$ cat src/rtl/fetch_unit.sv
// Instruction-fetch stage: owns the fetch PC, talks to instruction memory over
// a req/ack handshake and holds one fetched word in an output slot for F/D.
// Redirects from D flush the slot. A redirect that arrives while a request is
// outstanding parks its target until the memory acks, because the request
// cannot be withdrawn once raised.
// Optional feature: define FETCH_CNT_EN to enable the FETCH_CNT/BUBBLE_CNT
// delivery counters. Without it both ports are tied to zero.
module fetch_unit #(
  parameter logic [31:0] RESET_PC = 32'h0000_3000,
  parameter logic [31:0] NOP_WORD = 32'h0000_0000
) (
  input  logic        clk,
  input  logic        reset,
  input  logic        STALL_D,
  input  logic        NPC_SEL,
  input  logic [31:0] NPC_D,
  output logic        im_req,
  output logic [31:0] im_addr,
  input  logic        im_ack,
  input  logic [31:0] im_rdata,
  output logic [31:0] PCadd4F,
  output logic [31:0] INSTR_F,
  output logic [31:0] PC,
  output logic        VALID_F,
  output logic [31:0] FETCH_CNT,
  output logic [31:0] BUBBLE_CNT
);

  typedef enum logic {S_FETCH, S_DRAIN} state_t;

  state_t      state_q, state_d;
  logic [31:0] pc_q, pc_d;
  logic [31:0] inst_q, inst_d;
  logic [31:0] pcs_q, pcs_d;
  logic        valid_q, valid_d;
  logic [31:0] redir_q, redir_d;
  logic        req_int;
  logic        free;
  logic [31:0] tgt;

  // Slot can accept a new word when it is empty or being consumed this edge.
  assign free = !valid_q || !STALL_D;
  // Redirect targets are word-aligned; the low two bits are dropped.
  assign tgt  = NPC_D & ~32'h3;

  // Next-state and memory-request logic for the FETCH/DRAIN machine.
  always_comb begin
    state_d = state_q;
    pc_d    = pc_q;
    inst_d  = inst_q;
    pcs_d   = pcs_q;
    valid_d = valid_q;
    redir_d = redir_q;
    req_int = 1'b0;
    case (state_q)
      S_FETCH: begin
        req_int = free;
        if (NPC_SEL) begin
          valid_d = 1'b0;
          inst_d  = NOP_WORD;
          if (req_int && !im_ack) begin
            // Request in flight: remember the target, wait for the ack.
            redir_d = tgt;
            state_d = S_DRAIN;
          end else begin
            // Nothing outstanding (or acked now, data discarded).
            pc_d = tgt;
          end
        end else if (req_int && im_ack) begin
          inst_d  = im_rdata;
          pcs_d   = pc_q;
          valid_d = 1'b1;
          pc_d    = pc_q + 32'd4;
        end else if (!STALL_D) begin
          valid_d = 1'b0;
        end
      end
      S_DRAIN: begin
        req_int = 1'b1;
        valid_d = 1'b0;
        if (NPC_SEL) redir_d = tgt;
        if (im_ack) begin
          // Stale word is dropped; newest redirect target wins.
          pc_d    = NPC_SEL ? tgt : redir_q;
          state_d = S_FETCH;
        end
      end
      default: state_d = S_FETCH;
    endcase
  end

  // FSM state register.
  always_ff @(posedge clk or posedge reset) begin
    if (reset) state_q <= S_FETCH;
    else       state_q <= state_d;
  end

  // PC, slot and pending-redirect registers.
  always_ff @(posedge clk or posedge reset) begin
    if (reset) begin
      pc_q    <= RESET_PC;
      inst_q  <= NOP_WORD;
      pcs_q   <= RESET_PC;
      valid_q <= 1'b0;
      redir_q <= 32'h0;
    end else begin
      pc_q    <= pc_d;
      inst_q  <= inst_d;
      pcs_q   <= pcs_d;
      valid_q <= valid_d;
      redir_q <= redir_d;
    end
  end

  // A pending request is abandoned the moment reset rises.
  assign im_req  = req_int && !reset;
  assign im_addr = pc_q;
  assign INSTR_F = valid_q ? inst_q : NOP_WORD;
  assign PC      = pcs_q;
  assign PCadd4F = pcs_q + 32'd4;
  assign VALID_F = valid_q;

`ifdef FETCH_CNT_EN
  logic [31:0] fcnt_q, bcnt_q;

  // Count what F/D actually captures: real instructions versus bubbles.
  always_ff @(posedge clk or posedge reset) begin
    if (reset) begin
      fcnt_q <= 32'h0;
      bcnt_q <= 32'h0;
    end else if (!STALL_D) begin
      if (valid_q) fcnt_q <= fcnt_q + 32'd1;
      else         bcnt_q <= bcnt_q + 32'd1;
    end
  end

  assign FETCH_CNT  = fcnt_q;
  assign BUBBLE_CNT = bcnt_q;
`else
  assign FETCH_CNT  = 32'h0;
  assign BUBBLE_CNT = 32'h0;
`endif

endmodule

$ cat config.mk
export PLATFORM = sky130hd
export DESIGN_NAME = fetch_unit
export DESIGN_NICKNAME = d
export VERILOG_FILES = /design/src/rtl/fetch_unit.sv
export SDC_FILE = /design/constraint.sdc
export NUM_CORES = 1
export LEC_CHECK = 0
export ABC_CLOCK_PERIOD_IN_PS = 8000
export BUFFER_PORTS_ARGS = -buffer_cell sky130_fd_sc_hd__buf_2
export CAP_MARGIN = 20
export CORE_MARGIN = 2
export CORE_UTILIZATION = 54
export DETAILED_ROUTE_END_ITERATION = 6
export GPL_TIMING_DRIVEN = 1
export PLACE_DENSITY = 0.83
export SLEW_MARGIN = 20
export SYNTH_ARGS = -nofsm -noshare
export SYNTH_HDL_FRONTEND = slang
export SYNTH_SLANG_ARGS = --single-unit
$ cat constraint.sdc
create_clock -name clk -period 8 [get_ports clk]
set_input_delay 1.6 -clock clk [delete_from_list [all_inputs] [get_ports clk]]
set_output_delay 1.6 -clock clk [all_outputs]
set_load 0.1 [all_outputs]
==> impl_metrics.csv <==
group,metric,value,unit
sta,max_slew_margin,28.3,%
sta,fmax,226,MHz
synthesis,avgSynthCellArea,9.22,µm²
synthesis,synthTopCellsByCount,"nand2_1, dfrtp_1, buf_4",
power_and_ir_drop,leakagePower,0.00433,µW
routing,drcViolationCount,0,
power_and_ir_drop,p_int,1370,µW
synthesis,yosysUniqueCellTypes,55,
power_and_ir_drop,combPwrFrac,45.9,%
sta,fin_tns_setup,0,ps
synthesis,yosys.area.top_type,"dfrtp_1",
power_and_ir_drop,p_sw,1540,µW
routing,detail-route-antenna-nets,0,
clock_tree,clk_pin_slew,50,ps
floorplanning,initial_core_util,54.8,%
clock_tree,cts_resized,0,
synthesis,syn_area,0.00720,mm²
power_and_ir_drop,power.share.clock,23.1,%
finish,areaGrowthSynthToFinish,18.9,%
global_route,grt_use_total,26.7,%
routing,dr.pass1.iters,6,
floorplanning,ios,263,
global_route,overflow,0,
clock_tree,post_cts_buffers,0,
synthesis,yosysTopAreaCellShare,43.8,%
sta,report.final.slew_viol_count,0,
synthesis,ys_warn_count,0,
synthesis,ys_async_sr_fraction,100,%
power_and_ir_drop,pwr-share-seq,31.0,%
routing,totalWireLength,18.9,mm
finish,fin_nets,1028,
clock_tree,clock-sinks,130,
routing,drtIter0Drc,608,
finish,drive_above_1_share,28.4,%
placement,gp_congestion,0.912,
routing,wl_per_cell,16.5,µm
clock_tree,cts_hold_buf,0,
sta,final.min_clock_period,4430,ps
global_route,antenna_found_initial,0,
routing,vias,6349,
sta,hold_viol_final,0,
job,max_cap_violations,0,
power_and_ir_drop,total_power,2920,µW
clock_tree,cts_made_buffers,17,
power_and_ir_drop,p_per_area,341,mW/mm²
worst_hold_path,holdCritStartpoint,"redir_q[1]",
clock_tree,ctsRootBufferMaster,"clkbuf_16",
clock_tree,clk_path_buf_depth,2,
clock_tree,ctsHtreeMaxLevel,4,
critical_path,critPathKind,"reg -> out",
critical_path,required,6400,ps
critical_path,crit_path_start_kind,"flop",
synthesis,synth-main-ff-cell,"dfrtp_1",
synthesis,yosys_register_bits,130,
placement,dp_hpwl,13.0,mm
critical_path,worstSetupStartpoint,"PC[3]",
status,outcome,"completed",
sta,worst_pin_slew,1070,ps
floorplanning,rows,42,
floorplanning,die_h,119,µm
critical_path,critPathCaptureType,"primary output",
sta,rsz0062_at_grt,"false",
clock_tree,clock_latency,420,ps
placement,port_buffers,196,
critical_path,crit_fanout,5,
worst_hold_path,hp-class,"reg -> reg",
global_route,grt_max_degree,81,
sta,fin_crit_sh,55.3,%
finish,antenna_cells,0,
critical_path,cp.arrival,2830,ps
floorplanning,core,0.0131,mm²
global_route,grt_pass1_vias,5732,
synthesis,synth_area_leaders,"dfrtp_1, nand2_1, buf_4",
synthesis,yosysMostFrequentCell,"nand2_1",
power_and_ir_drop,ir_drop,0.175,mV
sta,skew,12.4,ps
floorplanning,die_area,0.0143,mm²
global_route,grt_first_pass_wirelength,29.8,mm
synthesis,synth_edf_count,0,
routing,viasPerCell,5.54,
synthesis,yosysSeqAreaShare,45.3,%
clock_tree,tritoncts,"yes",
floorplanning,die_w,119,µm
power_and_ir_drop,swShare,52.9,%
critical_path,reg2reg_from,"VALID_F",
sta,setup_viol,0,
synthesis,netlist_instances,781,
## cell families (layout without fill, tap and decap cells)
group / after synthesis / after routing / share of synthesized area, %
DFF: 130 / 130 / 45.3
AOI/OAI and AO/OA: 154 / 154 / 14.6
other: 1 / 64 / 0.0521
and+or+nand+nor: 304 / 304 / 20.1
xor gates and xnor gates: 30 / 30 / 3.65
adders and majority gates: 2 / 2 / 0.348
buffers and inverters: 120 / 245 / 9.89
muxes: 40 / 40 / 6.14
## path summary, 6_finish.rpt
path,cells after the start,endpoint,slack [ps]
hold reg to reg,1,redir_q[1],480
setup / recovery,7,PCadd4F[26],3570
setup reg to reg,5,inst_q[27],5390
hold / removal,1,redir_q[1],480
min in group asynchronous,2,inst_q[19],1270
max in group asynchronous,4,PC[12],5460
## routing by layer
metal  global-route usage [%]  wire length (µm)
met2                     39.7              8740
met5                        0                 0
met4                     12.6               622
met3                     6.94              1560
met1                     36.4              8020
## sequential cells by signal, indices dropped and copies added, names as in the netlist
signal   count
PC          32
VALID_F      1
im_addr     32
inst_q      32
redir_q     32
state_q      1
## area by class of cell
| class | instances | area [µm²] |
|---|---|---|
| clock inverter | 7 | 37.5 |
| tap | 176 | 220 |
| clock buffer | 24 | 472 |
| multi-input combinational | 594 | 3480 |
| timing repair buffer | 204 | 1050 |
| fill | 1113 | 4580 |
| inverter | 10 | 40.0 |
| sequential | 130 | 3260 |
## through the flow
stage / setup WS [ps] / cell area (µm²) / std cells / utilization, % / hold WS, ps
detailed placement: 3840 / 8030 / 1113 / 61.1 / 463
global placement: 3850 / 8030 / 1113 / 61.1 / 461
global route: 3310 / 8560 / 1145 / 65.2 / 489
CTS: 3490 / 8540 / 1144 / 65.0 / 479
finish: 3570 / 8560 / 1145 / 65.2 / 477
floorplan: 2580 / 7430 / 844 / - / 444
## worst max-delay path, stage by stage, from the launching register on
cell	delay, ps
dfrtp_1	420
ha_1	220
nand3_1	170
nor3_1	550
and3_1	340
nand3_1	130
xnor2_1	150
buf_2	440
## power groups by stage
| stage | registers (µW) | clock network (µW) | logic, µW |
|---|---|---|---|
| after floorplan | 1340 | 0 | 717 |
| after global routing | 922 | 715 | 1380 |
| after detailed placement | 910 | 0 | 1330 |
| final | 904 | 675 | 1340 |
| after global placement | 904 | 0 | 1320 |
| after CTS | 900 | 682 | 1340 |
## cell usage in the layout (no fill, tap or decap), drive strengths merged, types with 24 or more instances in the layout
| master | synthesis | routed |
|---|---|---|
| clkbuf | 32 | 24 |
| nand2 | 141 | 141 |
| buf | 78 | 204 |
| a22o | 33 | 33 |
| conb | 1 | 64 |
| mux2 | 33 | 33 |
| nand3 | 26 | 26 |
| nor2 | 45 | 45 |
| and2 | 36 | 36 |
| o21ai | 53 | 53 |
| dfrtp | 126 | 126 |
Note: power is estimated with default switching activity, not from simulation.
